`src/rtl/decerr_slave.sv`:
```
// AXI default slave: accepts any write or read burst and answers it with a fixed
// error response and the transaction's ID. It also keeps a saturating count of terminated transactions.
module decerr_slave #(
  parameter int unsigned    ID_W   = 8,
  parameter int unsigned    DATA_W = 32,
  parameter int unsigned    LEN_W  = 4,
  parameter logic [1:0]     RESP   = 2'b11,
  parameter int unsigned    CNT_W  = 16
) (
  input  logic              ACLK,
  input  logic              ARESETn,
  input  logic [ID_W-1:0]   AWID,
  input  logic [LEN_W-1:0]  AWLEN,
  input  logic              AWVALID,
  output logic              AWREADY,
  input  logic              WLAST,
  input  logic              WVALID,
  output logic              WREADY,
  output logic [ID_W-1:0]   BID,
  output logic [1:0]        BRESP,
  output logic              BVALID,
  input  logic              BREADY,
  input  logic [ID_W-1:0]   ARID,
  input  logic [LEN_W-1:0]  ARLEN,
  input  logic              ARVALID,
  output logic              ARREADY,
  output logic [ID_W-1:0]   RID,
  output logic [DATA_W-1:0] RDATA,
  output logic [1:0]        RRESP,
  output logic              RLAST,
  output logic              RVALID,
  input  logic              RREADY,
  output logic [CNT_W-1:0]  err_cnt
);

  typedef enum logic [1:0] {W_IDLE, W_DATA, W_RESP} w_state_t;
  typedef enum logic       {R_IDLE, R_DATA}         r_state_t;

  localparam logic [CNT_W-1:0] CNT_MAX = {CNT_W{1'b1}};

  w_state_t         w_state, w_next;
  r_state_t         r_state, r_next;
  logic [ID_W-1:0]  aw_id_q, ar_id_q;
  logic [LEN_W-1:0] rcnt;
  logic             b_hs, r_last_hs;
  logic [1:0]       inc;
  logic [CNT_W:0]   cnt_sum;

  // AWLEN is informational only; WLAST alone ends the write burst.
  logic unused_awlen;
  assign unused_awlen = ^AWLEN;

  // NOTE: state registers use non-blocking assignments so every flop samples
  // pre-edge values, independent of the order the always_ff blocks run in.
  always_ff @(posedge ACLK or negedge ARESETn) begin
    if (!ARESETn) begin
      w_state <= W_IDLE;
      r_state <= R_IDLE;
    end else begin
      w_state <= w_next;
      r_state <= r_next;
    end
  end

  // NOTE: every output of this block gets a default first, so no path leaves a
  // signal unassigned and no latch is inferred.
  always_comb begin
    w_next  = w_state;
    AWREADY = 1'b0;
    WREADY  = 1'b0;
    BVALID  = 1'b0;
    BID     = '0;
    BRESP   = 2'b00;
    unique case (w_state)
      W_IDLE: begin
        AWREADY = 1'b1;
        if (AWVALID) w_next = W_DATA;
      end
      W_DATA: begin
        WREADY = 1'b1;
        if (WVALID && WLAST) w_next = W_RESP;
      end
      W_RESP: begin
        BVALID = 1'b1;
        BID    = aw_id_q;
        BRESP  = RESP;
        if (BREADY) w_next = W_IDLE;
      end
      default: w_next = W_IDLE;
    endcase
  end

  always_comb begin
    r_next  = r_state;
    ARREADY = 1'b0;
    RVALID  = 1'b0;
    RID     = '0;
    RDATA   = '0;
    RRESP   = 2'b00;
    RLAST   = 1'b0;
    unique case (r_state)
      R_IDLE: begin
        ARREADY = 1'b1;
        if (ARVALID) r_next = R_DATA;
      end
      R_DATA: begin
        RVALID = 1'b1;
        RID    = ar_id_q;
        RRESP  = RESP;
        RLAST  = (rcnt == '0);
        if (RREADY && rcnt == '0) r_next = R_IDLE;
      end
      default: r_next = R_IDLE;
    endcase
  end

  always_ff @(posedge ACLK or negedge ARESETn) begin
    if (!ARESETn) begin
      aw_id_q <= '0;
      ar_id_q <= '0;
      rcnt    <= '0;
    end else begin
      if (w_state == W_IDLE && AWVALID) aw_id_q <= AWID;
      if (r_state == R_IDLE && ARVALID) begin
        ar_id_q <= ARID;
        rcnt    <= ARLEN;
      end else if (r_state == R_DATA && RREADY && rcnt != '0) begin
        rcnt <= rcnt - 1'b1;
      end
    end
  end

  // Sum is one bit wider than the counter so a +2 that crosses the maximum is caught.
  assign b_hs      = (w_state == W_RESP) && BREADY;
  assign r_last_hs = (r_state == R_DATA) && RREADY && (rcnt == '0);
  assign inc       = {1'b0, b_hs} + {1'b0, r_last_hs};
  assign cnt_sum   = {1'b0, err_cnt} + (CNT_W+1)'(inc);

  always_ff @(posedge ACLK or negedge ARESETn) begin
    if (!ARESETn) err_cnt <= '0;
    else          err_cnt <= cnt_sum[CNT_W] ? CNT_MAX : cnt_sum[CNT_W-1:0];
  end

endmodule

```
`config.mk`:
```
export PLATFORM = sky130hd
export DESIGN_NAME = decerr_slave
export DESIGN_NICKNAME = d
export VERILOG_FILES = /design/src/rtl/decerr_slave.sv
export SDC_FILE = /design/constraint.sdc
export NUM_CORES = 1
export LEC_CHECK = 0
export BUFFER_PORTS_ARGS = -buffer_cell sky130_fd_sc_hd__buf_4
export CORE_MARGIN = 3
export CORE_UTILIZATION = 46
export CTS_CLUSTER_SIZE = 25
export DETAILED_ROUTE_END_ITERATION = 8
export HOLD_SLACK_MARGIN = 0.1
export PLACE_DENSITY = 0.78
export SLEW_MARGIN = 20
export SYNTH_ARGS = -nofsm -noshare
export SYNTH_HDL_FRONTEND = slang
export SYNTH_SLANG_ARGS = --single-unit
```
`constraint.sdc`:
```
create_clock -name ACLK -period 3 [get_ports ACLK]
set_clock_uncertainty 0.1 [all_clocks]
set_input_delay 0.45 -clock ACLK [delete_from_list [all_inputs] [get_ports ACLK]]
set_output_delay 0.45 -clock ACLK [all_outputs]
set_load 0.01 [all_outputs]
```
# Word level (Yosys, flattened, before mapping)
# Index checks and enable logic that the tools add are counted.
# totals
ff_bits	39
in_bits	32
out_inout_bits	74
word_cells	48
# classes
n_addsub	3
eq_ne	5
mux	20
bitwise	1
reduce_logical	13
# ops
operator	count
adder 16 x 2 -> 17 bit	1
2-to-1 mux 16 bit	1
2-to-1 mux 8 bit	2
2-to-1 mux 2 bit	5
logical AND 1 bit	8
2-to-1 mux 1 bit	8
2-to-1 mux 4 bit	2
!= test 2 bit, second input constant	3
one-hot mux 2 bit (3 select lines)	1
logical NOT 4 bit	1
nonzero test 4 bit	1
subtractor 4 x 1 -> 4 bit, second input constant	1
AND reduction 3 bit	1
adder 1 x 1 -> 2 bit	1
equality test 2 x 1 -> 1 bit, second input constant	1
equality test 2 bit, second input constant	1
logical NOT 2 bit	1
one-hot mux 1 bit (2 select lines)	1
nonzero test 2 bit	1
inverter 1 bit	1

# Longest topological paths before layout
# depth
word_depth	5
ltp_mapped	11
depth_no_buf	10

# Worst setup path before layout
# No wires, ideal clock.
# synth_path
path_kind	flip-flop to flip-flop
from	register rcnt[0]
to	register err_cnt[14]
setup_time_ps	125
arrival_time_ps	2257
required_time_ps	2775
slack_ps	518
path_stages_with_launch	11
path_buffers	0
period_less_slack_ps	2482
cell_sequence	dfrtp_1 -> inv_1 -> ha_1 -> nor3b_1 -> and3_2 -> fa_1 -> ha_1 -> nand4_1 -> nor2_2 -> nand4_1 -> mux2_2
# synth_between
elab_chain_len	5
# synth_lines
item	line_no	source
start: declaration	44	logic [LEN_W-1:0] rcnt;
start signal: assignment	128	rcnt <= rcnt - 1'b1;
logical NOT 4 bit	135	assign r_last_hs = (r_state == R_DATA) && RREADY && (rcnt == '0);
logical AND 1 bit	135	
adder 1 x 1 -> 2 bit	136	assign inc = {1'b0, b_hs} + {1'b0, r_last_hs};
adder 16 x 2 -> 17 bit	137	assign cnt_sum = {1'b0, err_cnt} + (CNT_W+1)'(inc);
2-to-1 mux 16 bit	141	else err_cnt <= cnt_sum[CNT_W] ? CNT_MAX : cnt_sum[CNT_W-1:0];
end signal: assignment	141	
end: declaration	33	output logic [CNT_W-1:0] err_cnt
# No other way between the ends.
# A chain may end at the register's enable or synchronous reset.

# Final worst setup path
# layout_path
from	register w_state[0]
to	register err_cnt[14]
# layout_between
elab_chain_len	5
# layout_lines
item	line_no	source
start: declaration	41	w_state_t w_state, w_next;
start signal: assignment	60	w_state <= w_next;
equality test 2 bit	134	assign b_hs = (w_state == W_RESP) && BREADY;
logical AND 1 bit	134	
adder 1 x 1 -> 2 bit	136	
adder 16 x 2 -> 17 bit	137	
2-to-1 mux 16 bit	141	
# No other way between the ends.

==> impl_metrics.ini <==
[placement]
portBuffers = 69
routabilityCongestion = 0.8430
dp_slack_ps = 286.0
dp.cells = 344
dp.final_hpwl_um = 3161

[route]
drc_errors = 0
wl_um = 4024
ant_nets = 0
first_pass_iters = 4
vias = 1599
wire_per_inst_um = 11.40
drtIter0Drc = 89
drt-vias-per-instance = 4.530

[clocking]
cts_tree = built
root_buffer = clkbuf_8
cts_buffers = 5
ctsLongestPathBuffers = 2
cts_setup_buffers = 0
clock_sinks = 39
h-tree-depth = 2
cts.clk_slew.worst_paths_ps = 70
clk_latency_ps = 280

[global_routing]
grt_use_total_pct = 15.15
grt_pass1_vias = 1467
grt_max_degree = 40
grt_pass1_wl_um = 6430
grt_overflow_total = 0
antenna_found_initial = 0

[worst_setup_path]
crit_path_start_kind = flop
path_class = reg -> reg
crit_arrival_ps = 2770
cp_max_fo = 13
worst_setup_path_end_kind = flop
worstPathRequired_ps = 3070

[synth]
synth_area_per_cell_um2 = 9.458
synth_seq_cells = 39
postSynthCellCount = 229
syn_area_um2 = 2166
synth-seq-area-share_pct = 45.06
synth_cell_types = 35
yosysWarnings = 0

[timing]
setup_slack_ps = 302.3
setup_viol = 0
rsz0062_at_grt = false
holdWs_ps = 249.9
finalCritPeriodShare_pct = 89.92
relSlewSlack_pct = 59.26
tightest_slew_ps = 609.8
hold_violations = 0
drv_slew = 0
period_needed_ps = 2698
fmax_mhz = 370.7
fin_tns_setup_ps = 0

[hold_path]
hold_path.class = in -> reg

[cells_and_area]
final_common_cell = buf_4
final_cell_mix = buf_4, nand2_1, dfrtp_1, conb_1, and2_1
nets = 336
final_cells = 353
drive_above_1_share_pct = 32.23
diodes = 0
num-fill-cells = 364
synthToLayoutAreaGrowth_pct = 25.94

[status]
status = completed

[power]
p_leak_nw = 1.439
power_density_nw_per_um2 = 735.8
ir_drop_v = 0.0004352

[floorplanning]
dieArea_um2 = 5567
start_util_pct = 48.73
row_count = 24
dieWidth_um = 74.62
io_pins = 106
die_y_um = 74.62
core_area_um2 = 4444

[run]
cap_violations = 0
[routing by layer]
layer	GRT usage, %	wire (µm)	part of all wire (%)
met3	3.605	327	8.1
met5	0	0	0
met2	24.39	1887	47
met4	7.312	53	1.3
met1	19.27	1756	44
[critical path: stages (launching register included)]
cell	delay (ps)
dfrtp_1	390
nor2b_1	490
and2_1	260
fa_1	240
ha_1	260
nand4_1	190
nor2_2	250
nand4_1	130
mux2_2	280
[power by group]
part	internal (mW)	switching, mW
clock	0.269	0.168
sequential	0.698	0.106
combinational	0.414	0.353
[stage by stage]
step	area, µm²	total power [mW]	utilization [%]
3_3_place_gp	2600	1.571	58.50
3_5_place_dp	2600	1.589	58.50
5_1_grt	2728	2.172	61.37
6_report	2728	2.007	61.37
2_1_floorplan	2282	1.301	-
4_1_cts	2728	2.038	61.37
[state kept, by name, summed over array words and instances, names as in the netlist]
name	cells
r_state	1
rcnt	4
w_state	2
aw_id_q	8
err_cnt	16
ar_id_q	8
[logic make-up after synthesis]
kind of cell	synth area share [%]
DFF	45.06
xor gates and xnor gates	4.853
AOI/OAI and AO/OA	2.889
buffers and inverters	14.85
adders and majority gates	2.658
and+or+nand+nor	23.34
muxes	6.181
other	0.1731
[synth_stat cells (all sizes together)]
| cell | count | area share [%] |
|---|---|---|
| nand2 | 44 | 7.7 |
| buf | 39 | 13 |
| dfrtp | 39 | 45 |
| and2 | 19 | 5.5 |
| mux2 | 11 | 5.7 |
| nor2 | 10 | 1.8 |
| xnor2 | 10 | 4.0 |
| nand3 | 9 | 2.1 |
| inv | 7 | 1.2 |
| nand4 | 5 | 1.4 |
| nor3 | 4 | 0.92 |
| a21oi | 3 | 0.69 |
| ha | 3 | 1.7 |
| nand2b | 3 | 0.87 |
| nor2b | 3 | 0.87 |
| a31oi | 2 | 0.58 |
| clkbuf | 2 | 0.35 |
| o21ai | 2 | 0.46 |
| xor2 | 2 | 0.81 |
| a211oi | 1 | 0.35 |
| a21o | 1 | 0.35 |
| a32o | 1 | 0.46 |
| and2b | 1 | 0.40 |
| and3 | 1 | 0.35 |
| conb | 1 | 0.17 |
| fa | 1 | 0.92 |
| mux2i | 1 | 0.46 |
| nor3b | 1 | 0.35 |
| nor4 | 1 | 0.29 |
| or3 | 1 | 0.29 |
| or4 | 1 | 0.35 |
[worst paths after layout]
| path | startpoint | to | slack [ps] | cells after the start |
|---|---|---|---|---|
| min in group asynchronous | ARESETn | err_cnt[9] | 570 | 2 |
| max in group asynchronous | ARESETn | aw_id_q[1] | 1880 | 2 |
| hold reg to reg | ar_id_q[5] | ar_id_q[5] | 370 | 2 |
| setup reg to reg | w_state[0] | err_cnt[14] | 300 | 8 |
| setup / recovery | w_state[0] | err_cnt[14] | 300 | 8 |
| hold / removal | ARID[5] | ar_id_q[5] | 250 | 3 |
[area by class of cell]
type | instances | area, µm² | share of cell area (%)
Multi-Input combinational cell | 173 | 984.7 | 36.10
Sequential cell | 39 | 975.9 | 35.78
Clock inverter | 2 | 35.03 | 1.284
Clock buffer | 6 | 82.58 | 3.028
Tap cell | 52 | 65.06 | 2.385
Inverter | 7 | 26.28 | 0.9633
Timing Repair Buffer | 74 | 558.0 | 20.46
[what timing repair did]
item,CTS,global route
hold buffers,1,0
gates resized for setup,0,0
endpoints found under the hold margin,39,0
Note: power is estimated with default switching activity, not from simulation.
